`src/rtl/wb_scr_pkg.sv`:
```
// Shared types and helpers for the SCR1 memif to Wishbone classic bridge.
package wb_scr_pkg;

    // Bridge control states.
    typedef enum logic [1:0] {
        ST_IDLE = 2'd0,
        ST_BUS  = 2'd1,
        ST_RESP = 2'd2
    } state_e;

    // Response codes presented on mem_resp_o.
    typedef enum logic [1:0] {
        RESP_IDLE = 2'd0,
        RESP_OK   = 2'd1,
        RESP_ER   = 2'd2
    } resp_e;

    // Command codes on mem_cmd_i.
    typedef enum logic {
        CMD_RD = 1'b0,
        CMD_WR = 1'b1
    } cmd_e;

    // Access width codes on mem_width_i.
    typedef enum logic [1:0] {
        W_BYTE  = 2'd0,
        W_HWORD = 2'd1,
        W_WORD  = 2'd2,
        W_DWORD = 2'd3
    } width_e;

    // Number of address bits that select a byte lane within one bus word.
    function automatic int sel_log2(input int sel_w);
        int r;
        r = 0;
        for (int i = 0; i < 8; i++) begin
            if ((32'sd1 << i) < sel_w) begin
                r = i + 1;
            end
        end
        return r;
    endfunction

endpackage

```
`src/rtl/wb_master_scr_bridge_if.sv`:
```
// SCR1 memif request/response signals plus the Wishbone master bus.
// Signal names keep the bridge's point of view (_i into the bridge, _o out).
interface wb_master_scr_bridge_if #(
    parameter int AW = 32,
    parameter int DW = 32,
    localparam int SEL_W = DW / 8
);
    logic             mem_req_i;
    logic             mem_req_ack_o;
    logic             mem_cmd_i;
    logic [1:0]       mem_width_i;
    logic [AW-1:0]    mem_addr_i;
    logic [DW-1:0]    mem_wdata_i;
    logic [DW-1:0]    mem_rdata_o;
    logic [1:0]       mem_resp_o;
    logic [AW-1:0]    wbm_adr_o;
    logic [DW-1:0]    wbm_dat_o;
    logic [DW-1:0]    wbm_dat_i;
    logic             wbm_we_o;
    logic [SEL_W-1:0] wbm_sel_o;
    logic             wbm_stb_o;
    logic             wbm_cyc_o;
    logic             wbm_ack_i;
    logic             wbm_err_i;

    // Bridge side.
    modport master (
        input  mem_req_i, mem_cmd_i, mem_width_i, mem_addr_i, mem_wdata_i,
        input  wbm_dat_i, wbm_ack_i, wbm_err_i,
        output mem_req_ack_o, mem_rdata_o, mem_resp_o,
        output wbm_adr_o, wbm_dat_o, wbm_we_o, wbm_sel_o, wbm_stb_o, wbm_cyc_o
    );

    // Environment side: the SCR1 core plus the Wishbone slave.
    modport slave (
        output mem_req_i, mem_cmd_i, mem_width_i, mem_addr_i, mem_wdata_i,
        output wbm_dat_i, wbm_ack_i, wbm_err_i,
        input  mem_req_ack_o, mem_rdata_o, mem_resp_o,
        input  wbm_adr_o, wbm_dat_o, wbm_we_o, wbm_sel_o, wbm_stb_o, wbm_cyc_o
    );
endinterface

```
`src/rtl/wb_scr_lane_gen.sv`:
```
// Byte-lane steering: turns an access width and in-word offset into byte
// selects, lane-replicated write data and an alignment error flag.
module wb_scr_lane_gen
    import wb_scr_pkg::*;
#(
    parameter int DW = 32,
    localparam int SEL_W = DW / 8,
    localparam int OFFW  = sel_log2(SEL_W)
) (
    input  logic [1:0]       width_i,
    input  logic [OFFW-1:0]  offset_i,
    input  logic [DW-1:0]    wdata_i,
    output logic [SEL_W-1:0] sel_o,
    output logic [DW-1:0]    dat_o,
    output logic             misaligned_o
);

    logic [SEL_W-1:0] base_s;

    // Lane mask at offset zero, replicated data and alignment check per width.
    always_comb begin
        base_s       = '0;
        dat_o        = wdata_i;
        misaligned_o = 1'b0;
        case (width_i)
            W_BYTE: begin
                base_s = SEL_W'(4'h1);
                dat_o  = {SEL_W{wdata_i[7:0]}};
            end
            W_HWORD: begin
                base_s       = SEL_W'(4'h3);
                dat_o        = {(DW/16){wdata_i[15:0]}};
                misaligned_o = offset_i[0];
            end
            W_WORD: begin
                base_s       = SEL_W'(4'hF);
                dat_o        = {(DW/32){wdata_i[31:0]}};
                misaligned_o = |offset_i[1:0];
            end
            W_DWORD: begin
                // A 32-bit bus cannot carry a dword at all.
                base_s       = '1;
                dat_o        = wdata_i;
                misaligned_o = (DW != 32'sd64) || (|offset_i);
            end
            default: begin
                base_s       = '0;
                dat_o        = wdata_i;
                misaligned_o = 1'b1;
            end
        endcase
    end

    assign sel_o = base_s << offset_i;

endmodule

```
`src/rtl/wb_master_scr_bridge.sv`:
```
// SCR1 memif to Wishbone B4 classic master bridge, one access in flight.
// Misaligned requests are answered with an error without touching the bus;
// bus error, ack and the optional timeout all end a bus cycle.
module wb_master_scr_bridge
    import wb_scr_pkg::*;
#(
    parameter int AW             = 32,
    parameter int DW             = 32,
    parameter int TIMEOUT_CYCLES = 255
) (
    input  logic                  wb_clk_i,
    input  logic                  wb_rst_i,
    wb_master_scr_bridge_if.master bus
);

    localparam int SEL_W = DW / 8;
    localparam int OFFW  = sel_log2(SEL_W);
    localparam int TW    = (TIMEOUT_CYCLES > 2) ? $clog2(TIMEOUT_CYCLES) : 1;
    localparam logic [TW-1:0] TO_LAST = TW'((TIMEOUT_CYCLES > 0) ? (TIMEOUT_CYCLES - 1) : 0);
    localparam bit TO_EN = (TIMEOUT_CYCLES != 0);

    localparam logic [1:0] S_IDLE = ST_IDLE;
    localparam logic [1:0] S_BUS  = ST_BUS;
    localparam logic [1:0] S_RESP = ST_RESP;

    logic [1:0]       state_q, state_d;
    logic [AW-1:0]    adr_q, adr_d;
    logic [DW-1:0]    dat_q, dat_d;
    logic [SEL_W-1:0] sel_q, sel_d;
    logic             we_q, we_d;
    logic             cyc_q, cyc_d;
    logic [DW-1:0]    rdata_q, rdata_d;
    logic [1:0]       resp_q, resp_d;
    logic [TW-1:0]    cnt_q, cnt_d;

    logic [SEL_W-1:0] lane_sel_s;
    logic [DW-1:0]    lane_dat_s;
    logic             lane_mis_s;

    wb_scr_lane_gen #(.DW(DW)) u_lane_gen (
        .width_i      (bus.mem_width_i),
        .offset_i     (bus.mem_addr_i[OFFW-1:0]),
        .wdata_i      (bus.mem_wdata_i),
        .sel_o        (lane_sel_s),
        .dat_o        (lane_dat_s),
        .misaligned_o (lane_mis_s)
    );

    // Next-state logic for the FSM, bus registers, response and timeout counter.
    always_comb begin
        state_d = state_q;
        adr_d   = adr_q;
        dat_d   = dat_q;
        sel_d   = sel_q;
        we_d    = we_q;
        cyc_d   = cyc_q;
        rdata_d = rdata_q;
        resp_d  = resp_q;
        cnt_d   = cnt_q;
        case (state_q)
            S_IDLE: begin
                resp_d = RESP_IDLE;
                if (bus.mem_req_i) begin
                    adr_d = {bus.mem_addr_i[AW-1:OFFW], {OFFW{1'b0}}};
                    sel_d = lane_sel_s;
                    dat_d = lane_dat_s;
                    cnt_d = '0;
                    if (lane_mis_s) begin
                        state_d = S_RESP;
                        resp_d  = RESP_ER;
                        we_d    = 1'b0;
                        cyc_d   = 1'b0;
                    end else begin
                        state_d = S_BUS;
                        we_d    = (bus.mem_cmd_i == CMD_WR);
                        cyc_d   = 1'b1;
                    end
                end else begin
                    state_d = S_IDLE;
                end
            end
            S_BUS: begin
                if (bus.wbm_err_i) begin
                    resp_d  = RESP_ER;
                    state_d = S_RESP;
                    cyc_d   = 1'b0;
                    we_d    = 1'b0;
                end else if (bus.wbm_ack_i) begin
                    if (!we_q) begin
                        rdata_d = bus.wbm_dat_i;
                    end else begin
                        rdata_d = rdata_q;
                    end
                    resp_d  = RESP_OK;
                    state_d = S_RESP;
                    cyc_d   = 1'b0;
                    we_d    = 1'b0;
                end else if (TO_EN && (cnt_q == TO_LAST)) begin
                    resp_d  = RESP_ER;
                    state_d = S_RESP;
                    cyc_d   = 1'b0;
                    we_d    = 1'b0;
                end else begin
                    if (cnt_q != {TW{1'b1}}) begin
                        cnt_d = cnt_q + TW'(1'b1);
                    end else begin
                        cnt_d = cnt_q;
                    end
                end
            end
            S_RESP: begin
                // Response is shown for exactly this one cycle.
                resp_d  = RESP_IDLE;
                state_d = S_IDLE;
            end
            default: begin
                state_d = S_IDLE;
                resp_d  = RESP_IDLE;
                cyc_d   = 1'b0;
                we_d    = 1'b0;
            end
        endcase
    end

    // State and output registers with synchronous reset.
    always_ff @(posedge wb_clk_i) begin
        if (wb_rst_i) begin
            state_q <= S_IDLE;
            adr_q   <= '0;
            dat_q   <= '0;
            sel_q   <= '0;
            we_q    <= 1'b0;
            cyc_q   <= 1'b0;
            rdata_q <= '0;
            resp_q  <= RESP_IDLE;
            cnt_q   <= '0;
        end else begin
            state_q <= state_d;
            adr_q   <= adr_d;
            dat_q   <= dat_d;
            sel_q   <= sel_d;
            we_q    <= we_d;
            cyc_q   <= cyc_d;
            rdata_q <= rdata_d;
            resp_q  <= resp_d;
            cnt_q   <= cnt_d;
        end
    end

    assign bus.mem_req_ack_o = (state_q == S_IDLE) && !wb_rst_i;
    assign bus.mem_rdata_o   = rdata_q;
    assign bus.mem_resp_o    = resp_q;
    assign bus.wbm_adr_o     = adr_q;
    assign bus.wbm_dat_o     = dat_q;
    assign bus.wbm_sel_o     = sel_q;
    assign bus.wbm_we_o      = we_q;
    assign bus.wbm_cyc_o     = cyc_q;
    assign bus.wbm_stb_o     = cyc_q;

endmodule

```
`src/flat_wrapper.sv`:
```
// flat-port wrapper written by rule: the top's interface ports become plain ports
module wb_master_scr_bridge_flat import wb_scr_pkg::*;
#(
    parameter int AW             = 32,
    parameter int DW             = 32,
    parameter int TIMEOUT_CYCLES = 255
)
  (wb_clk_i, wb_rst_i, bus_mem_req_i, bus_mem_cmd_i, bus_mem_width_i, bus_mem_addr_i, bus_mem_wdata_i, bus_wbm_dat_i, bus_wbm_ack_i, bus_wbm_err_i, bus_mem_req_ack_o, bus_mem_rdata_o, bus_mem_resp_o, bus_wbm_adr_o, bus_wbm_dat_o, bus_wbm_we_o, bus_wbm_sel_o, bus_wbm_stb_o, bus_wbm_cyc_o);
  wb_master_scr_bridge_if #(.AW(AW), .DW(DW)) bus_i ();
  input  logic wb_clk_i;
  input  logic wb_rst_i;
  input wire logic [$bits(bus_i.mem_req_i)-1:0] bus_mem_req_i;
  input wire logic [$bits(bus_i.mem_cmd_i)-1:0] bus_mem_cmd_i;
  input wire logic [$bits(bus_i.mem_width_i)-1:0] bus_mem_width_i;
  input wire logic [$bits(bus_i.mem_addr_i)-1:0] bus_mem_addr_i;
  input wire logic [$bits(bus_i.mem_wdata_i)-1:0] bus_mem_wdata_i;
  input wire logic [$bits(bus_i.wbm_dat_i)-1:0] bus_wbm_dat_i;
  input wire logic [$bits(bus_i.wbm_ack_i)-1:0] bus_wbm_ack_i;
  input wire logic [$bits(bus_i.wbm_err_i)-1:0] bus_wbm_err_i;
  output wire logic [$bits(bus_i.mem_req_ack_o)-1:0] bus_mem_req_ack_o;
  output wire logic [$bits(bus_i.mem_rdata_o)-1:0] bus_mem_rdata_o;
  output wire logic [$bits(bus_i.mem_resp_o)-1:0] bus_mem_resp_o;
  output wire logic [$bits(bus_i.wbm_adr_o)-1:0] bus_wbm_adr_o;
  output wire logic [$bits(bus_i.wbm_dat_o)-1:0] bus_wbm_dat_o;
  output wire logic [$bits(bus_i.wbm_we_o)-1:0] bus_wbm_we_o;
  output wire logic [$bits(bus_i.wbm_sel_o)-1:0] bus_wbm_sel_o;
  output wire logic [$bits(bus_i.wbm_stb_o)-1:0] bus_wbm_stb_o;
  output wire logic [$bits(bus_i.wbm_cyc_o)-1:0] bus_wbm_cyc_o;
  assign bus_i.mem_req_i = bus_mem_req_i;
  assign bus_i.mem_cmd_i = bus_mem_cmd_i;
  assign bus_i.mem_width_i = bus_mem_width_i;
  assign bus_i.mem_addr_i = bus_mem_addr_i;
  assign bus_i.mem_wdata_i = bus_mem_wdata_i;
  assign bus_i.wbm_dat_i = bus_wbm_dat_i;
  assign bus_i.wbm_ack_i = bus_wbm_ack_i;
  assign bus_i.wbm_err_i = bus_wbm_err_i;
  assign bus_mem_req_ack_o = bus_i.mem_req_ack_o;
  assign bus_mem_rdata_o = bus_i.mem_rdata_o;
  assign bus_mem_resp_o = bus_i.mem_resp_o;
  assign bus_wbm_adr_o = bus_i.wbm_adr_o;
  assign bus_wbm_dat_o = bus_i.wbm_dat_o;
  assign bus_wbm_we_o = bus_i.wbm_we_o;
  assign bus_wbm_sel_o = bus_i.wbm_sel_o;
  assign bus_wbm_stb_o = bus_i.wbm_stb_o;
  assign bus_wbm_cyc_o = bus_i.wbm_cyc_o;
  wb_master_scr_bridge #(.AW(AW), .DW(DW), .TIMEOUT_CYCLES(TIMEOUT_CYCLES)) u_core (.wb_clk_i(wb_clk_i), .wb_rst_i(wb_rst_i), .bus(bus_i));
endmodule
```
`config.mk`:
```
export PLATFORM = sky130hd
export DESIGN_NAME = wb_master_scr_bridge_flat
export DESIGN_NICKNAME = d
export VERILOG_FILES = /design/src/rtl/wb_scr_pkg.sv /design/src/rtl/wb_master_scr_bridge_if.sv /design/src/rtl/wb_scr_lane_gen.sv /design/src/rtl/wb_master_scr_bridge.sv /design/src/flat_wrapper.sv
export SDC_FILE = /design/constraint.sdc
export NUM_CORES = 1
export LEC_CHECK = 0
export ABC_AREA = 0
export ABC_CLOCK_PERIOD_IN_PS = 1500
export BUFFER_PORTS_ARGS = -buffer_cell sky130_fd_sc_hd__buf_4
export CAP_MARGIN = 20
export CELL_PAD_IN_SITES_DETAIL_PLACEMENT = 0
export CELL_PAD_IN_SITES_GLOBAL_PLACEMENT = 2
export CORE_UTILIZATION = 22
export DETAILED_ROUTE_END_ITERATION = 12
export PLACE_DENSITY_LB_ADDON = 0.1
export SETUP_SLACK_MARGIN = 0.2
export SLEW_MARGIN = 20
export SYNTH_ARGS = -nofsm -noshare
export SYNTH_HDL_FRONTEND = slang
export SYNTH_SLANG_ARGS = --single-unit
```
`constraint.sdc`:
```
create_clock -name wb_clk_i -period 1.5 [get_ports wb_clk_i]
set_input_delay 0.3 -clock wb_clk_i [delete_from_list [all_inputs] [get_ports wb_clk_i]]
set_output_delay 0.3 -clock wb_clk_i [all_outputs]
set_load 0.1 [all_outputs]
```
# After elaboration in Yosys (flattened, before gate mapping)
# Cells that the tools add are included.
word_totals:
  register_bits: 112
  latchBits: 0
  ram_bits: 0
  romBits: 0
  inputBits: 104
  out_inout_bits: 106
  word_cells: 67
  mem_count: 0
op_classes:
  add_sub_neg: 1
  multipliers: 0
  div: 0
  n_lt_le_gt_ge: 0
  n_eq_ne: 13
  shift: 1
  n_mux: 29
  bitwise_logic: 3
  reduce_logical: 11
ops:
  columns: ["operator", "count"]
  rows:
  - ["$pmux W32 S3", 1]
  - ["$mux W8", 5]
  - ["$mux W2", 9]
  - ["$pmux W8 S2", 1]
  - ["$pmux W4 S3", 1]
  - ["$pmux W1 S3", 3]
  - ["$add A8 B1 Y8 const B", 1]
  - ["$eq A8 B8 Y1 const B", 1]
  - ["$ne A2 B2 Y1 const B", 4]
  - ["$ne A8 B8 Y1 const B", 1]
  - ["$pmux W2 S2", 2]
  - ["$mux W1", 7]
  - ["$eq A2 B2 Y1 const B", 3]
  - ["$reduce_and A6 Y1", 1]
  - ["$eq A2 B1 Y1 const B", 2]
  - ["$logic_not A2 Y1", 2]
  - ["$ne A4 B3 Y1 const B", 1]
  - ["$reduce_and A4 Y1", 1]
  - ["$reduce_or A2 Y1", 2]
  - ["$shl A4 B2 Y4", 1]
  - ["$not A1 Y1", 3]
  - ["$reduce_and A3 Y1", 1]
  - ["$ne A2 B1 Y1 const B", 1]
  - ["$reduce_and A2 Y1", 1]
  - ["3 further kinds", 3]

# Depth between registers and ports, before layout
depth:
  ltp_word: 6
  mapped_depth: 7
  mapped_depth_nobuf: 6

# By module
# From an unflattened synthesis, not the netlist that was laid out.
hier_totals:
  cells_unflattened: 593
  area_unflattened_um2: 4743.3
modules_own_cells:
  columns: ["module", "instances", "cells_per_inst", "area_per_inst_um2", "seq_area_each_um2"]
  rows:
  - ["wb_master_scr_bridge", 1, 531, 4245.3, 2242.2]
  - ["wb_scr_lane_gen", 1, 62, 498.0, 0.0]

# Worst setup path after synthesis
# Ideal clock, no wire load.
synth_path:
  kind: "input to output"
  from: "input wb_rst_i"
  to: "output bus_mem_req_ack_o"
  t_arrival_ps: 2719
  required_ps: 1200
  path_slack_ps: -1519
  stages: 3
  path_buffers: 2
  path_cell_list: "clkbuf_1 > buf_1 > nor3_1"
synth_between:
  elab_chain_len: 2
synth_lines:
  columns: ["element", "line", "source"]
  rows:
  - ["start: declaration", "flat_wrapper.sv:11", "input logic wb_rst_i;"]
  - ["$logic_not A1 Y1", "wb_master_scr_bridge.sv:150", "assign bus.mem_req_ack_o = (state_q == S_IDLE) && !wb_rst_i;"]
  - ["$logic_and A1 B1 Y1", "wb_master_scr_bridge.sv:150", null]
  - ["end: declaration", "flat_wrapper.sv:20", "output wire logic [$bits(bus_i.mem_req_ack_o)-1:0] bus_mem_req_ack_o;"]
# Every way passes these cells.

# Worst setup path in the final report
layout_path:
  from: "register u_core.cnt_q[0]"
  to: "register u_core.cnt_q[1]"
layout_between:
  elab_chain_len: 6
  elab_cells_between_ends: 11
  cone_classes: "add/sub: 1; eq/ne: 4; mux: 5; reduce/logical: 1"
layout_lines:
  columns: ["element", "line", "source"]
  rows:
  - ["start: declaration", "wb_master_scr_bridge.sv:34", "logic [TW-1:0] cnt_q, cnt_d;"]
  - ["start signal: assignment", "wb_master_scr_bridge.sv:146", "cnt_q <= cnt_d;"]
  - ["$add A8 B1 Y8", "wb_master_scr_bridge.sv:105", "cnt_d = cnt_q + TW'(1'b1);"]
  - ["$mux W8", "wb_master_scr_bridge.sv:104", "if (cnt_q != {TW{1'b1}}) begin"]
  - ["$mux W8", "wb_master_scr_bridge.sv:98", "end else if (TO_EN && (cnt_q == TO_LAST)) begin"]
  - ["$mux W8", "wb_master_scr_bridge.sv:88", "end else if (bus.wbm_ack_i) begin"]
  - ["$mux W8", "wb_master_scr_bridge.sv:83", "if (bus.wbm_err_i) begin"]
  - ["$pmux W8 S2", "wb_master_scr_bridge.sv:60", "case (state_q)"]
# Several ways; a longest one is shown, not always the timed one. The select of a mux whose other input is x is not followed.
# A chain may end at the register's enable or synchronous reset.

==> results.sh <==
export IMPL_status="complete, but fails checks"
export IMPL_violations="negative setup slack"
export IMPL_crit_end="u_core.cnt_q[1]"
export IMPL_min_period_over_period_pct=110.9
export IMPL_synthToLayoutAreaGrowth_pct=118.6
export IMPL_ctsRootBufferMaster="clkbuf_16"
export IMPL_drv_slew=0
export IMPL_io_buffers=207
export IMPL_register_area_um2=2332
export IMPL_first_pass_iters=4
export IMPL_cp_cell_sequence="inv_4, ha_4, o21ai_4, nor4_4, buf_4, or4_4, a21oi_2"
export IMPL_ir_drop_uv=573.9
export IMPL_vias=4939
export IMPL_initial_core_util_pct=22.66
export IMPL_io_pins=210
export IMPL_setup_tns_ns=-6.544
export IMPL_synth_top_flop_cell="dfxtp_1"
export IMPL_cts_buffers=9
export IMPL_setup_slack_ns=-0.1638
export IMPL_drc=0
export IMPL_ys_ff_latch=112
export IMPL_gp_congestion=0.7087
export IMPL_multiInputGateArea_um2=3241
export IMPL_arrival_ns=1.95
export IMPL_core_um2=19650
export IMPL_die_x_um=144.3
export IMPL_synthTopCellsByArea="dfxtp_1 50%, nand2_1 15%, a21oi_1 9.6%"
export IMPL_antenna_found_initial=0
export IMPL_ant_nets=0
export IMPL_r2r_slack_ns=-0.16
export IMPL_hold_viol_final=0
export IMPL_cts_tree="built"
export IMPL_layout_drive_gt1_share_pct=72.38
export IMPL_wl_per_cell_um=17.49
export IMPL_crit_path_top_delay_cell="or4_4"
export IMPL_dieHeight_um=144.3
export IMPL_rsz0062_at_grt="true"
export IMPL_clock_path_buffers=2
export IMPL_synthCells=564
export IMPL_cp_slowest_stage_delay_ns=0.48
export IMPL_routed_via_density=4.544
export IMPL_clkSlewWorstSetupHoldPaths_ns=0.08
export IMPL_start_kind="flip-flop"
export IMPL_num_fill_cells=1842
export IMPL_grt_first_pass_wirelength_um=26800
export IMPL_clkSinkCount=112
export IMPL_fin_skew_ns=0.007341
export IMPL_rr_endpoint="u_core.cnt_q[1]"
export IMPL_path_depth=7
export IMPL_end_kind="flip-flop"
export IMPL_worst_pin_slew_ns=0.8211
export IMPL_crit_buf_inv=2
export IMPL_dieArea_um2=20810
export IMPL_finalCriticalPeriod_ns=1.664
export IMPL_grt_pass1_vias=4754
export IMPL_whs_ns=0.1740
export IMPL_synth_top_area_share_pct=50.35
export IMPL_crit_required_ns=1.79
export IMPL_fmax_mhz=601.0
export IMPL_grtUsageTotal_pct=17.29
export IMPL_worstRegToRegCells=7
export IMPL_avgSynthCellArea_um2=7.895
export IMPL_overflow=0
export IMPL_cp_top_family="simple AND/OR/NAND/NOR gates"
export IMPL_crit_type="reg -> reg"
export IMPL_synth_edff_count=0
export IMPL_hp_class="in -> reg"
export IMPL_syn_cell_area_um2=4453
export IMPL_async_flop_share_pct=0
export IMPL_diodes=0
export IMPL_synth_area_leader_cell="dfxtp_1"
export IMPL_wirelength_um=19010
export IMPL_p_per_area_nw_per_um2=942.4
export IMPL_yosys_warnings=0
export IMPL_grt_max_degree=49
export IMPL_worstPathMaxFanout=5
export IMPL_setup_viol=91
export IMPL_row_count=51
export IMPL_crit_start="u_core.cnt_q[0]"
export IMPL_reg2reg_from="u_core.cnt_q[0]"
export IMPL_dp_hpwl_um=11110
export IMPL_yosysUniqueCellTypes=37
export IMPL_maxCapViolCount=0
export IMPL_power_leakage_nw=3.916
export IMPL_max_slew_margin_pct=45.26
export IMPL_synth_yosys_seq_area_share_pct=50.35
export IMPL_clock_latency_ns=0.36
export IMPL_drt_iter0_drc=130
export IMPL_fin_nets=923
export IMPL_cts_htree_levels=3
==> routing by layer <==
layer,global-route usage [%],routed length [um],up-vias,share of wire [%]
met5,0,0,-,0
met4,3.380,159,0,0.84
met3,6.589,1417,10,7.5
met2,29.77,9572,146,50
met1,20.39,7858,2363,41
li1,-,-,2420,-
==> cells by family (layout without fill, tap and decap cells) <==
kind of cell    Yosys count  in the layout  synth area share [%]
mux                      19             19                 4.271
buf+inv                  50            307                 4.524
flops                   112            112                 50.35
compound gates          137            137                 17.28
fa+ha+maj                 2              2                0.5619
other cells               1              2               0.08421
simple gates            243            243                 22.93
==> synth_stat cells, types with 2 or more instances <==
master    number
nor4_1         3
nor3_1         6
and2_1         2
inv_1          5
nand3_1        3
or4_1          7
buf_2          2
or3_1          4
o21ai_0       24
ha_1           2
a31o_2         2
nand2_1      180
a211oi_1       8
mux2i_1       19
a21oi_1       85
clkbuf_1      39
nand2b_1       2
o31ai_1        3
a21boi_0       2
dfxtp_1      112
nor2_1        26
buf_4          3
nor2b_1        2
a311oi_1       8
nand4_1        3
==> placed cells by master (no fill, tap or decap), types with 8 or more instances in the layout <==
cell / synthesis / layout
buf_4: 3 / 130
nand2_1: 180 / 89
a21oi_2: 0 / 83
buf_6: 0 / 74
nand2_4: 0 / 67
dfxtp_2: 0 / 57
dfxtp_1: 112 / 50
buf_12: 0 / 49
nand2_2: 0 / 24
o21ai_0: 24 / 19
mux2i_1: 19 / 19
buf_16: 0 / 16
clkbuf_16: 0 / 13
buf_8: 0 / 12
nor2_1: 26 / 11
nor2_4: 0 / 9
a211oi_2: 0 / 8
==> stage by stage <==
step | power, mW | std cells | util [%] | cell area [um^2] | setup WS (ns)
after CTS | 8.910 | 1075 | 42.65 | 8382 | -0.1054
after global routing | 9.558 | 1087 | 49.54 | 9736 | -0.2285
after detailed placement | 5.597 | 1019 | 33.60 | 6604 | -0.1356
after global placement | 5.583 | 1019 | 33.60 | 6604 | -0.08257
final | 9.174 | 1087 | 49.54 | 9736 | -0.1638
after floorplan | 4.940 | 565 | - | 4772 | -0.1466
==> worst min path at each step <==
stage                               startpoint                          to  slack, ns  cells after the start
floorplan                    bus_wbm_dat_i[18]  u_core.bus.mem_rdata_o[18]       0.43                      2
global placement    u_core.bus.mem_rdata_o[26]  u_core.bus.mem_rdata_o[26]       0.44                      2
detailed placement  u_core.bus.mem_rdata_o[17]  u_core.bus.mem_rdata_o[17]       0.44                      2
CTS                          bus_mem_addr_i[3]     u_core.bus.wbm_adr_o[3]       0.16                      3
global route                bus_mem_addr_i[15]    u_core.bus.wbm_adr_o[15]       0.16                      3
finish                       bus_mem_addr_i[2]     u_core.bus.wbm_adr_o[2]       0.17                      3
==> final cells by class <==
type,instances,area share (%)
clock inverters,6,0.6683
well taps,265,3.406
clock buffers,10,2.352
flip-flops and latches,112,23.96
multi-input cells,403,33.29
inverters,5,0.2185
repair buffers,286,36.11
==> power by group <==
group          leakage (nW)  internal (mW)  switching [mW]  total [mW]
sequential            0.942           3.15           0.180        3.33
clock                 0.148           1.31            1.20        2.50
combinational          2.83           1.32            2.02        3.34
==> flip-flops by register name, summed over array words and instances (netlist names) <==
| register | count |
|---|---|
| u_core.bus.mem_rdata_o | 32 |
| u_core.bus.mem_resp_o | 2 |
| u_core.bus.wbm_adr_o | 30 |
| u_core.bus.wbm_cyc_o | 1 |
| u_core.bus.wbm_dat_o | 32 |
| u_core.bus.wbm_sel_o | 4 |
| u_core.bus.wbm_we_o | 1 |
| u_core.cnt_q | 8 |
| u_core.state_q | 2 |
==> tightest hold or removal path, cell delays in order <==
cell and delay, ns:
buf_4 0.12, nand2_4 0.04, a21oi_2 0.04
==> what timing repair did <==
| action | CTS | global route |
|---|---|---|
| hold buffers | 0 | 0 |
| gates cloned | 16 | 4 |
| setup endpoints to repair | 178 | 158 |
| resized for setup | 239 | 320 |
| setup buffers | 24 | 8 |
| pin swaps | 69 | 91 |
Note: power is estimated with default switching activity, not from simulation.
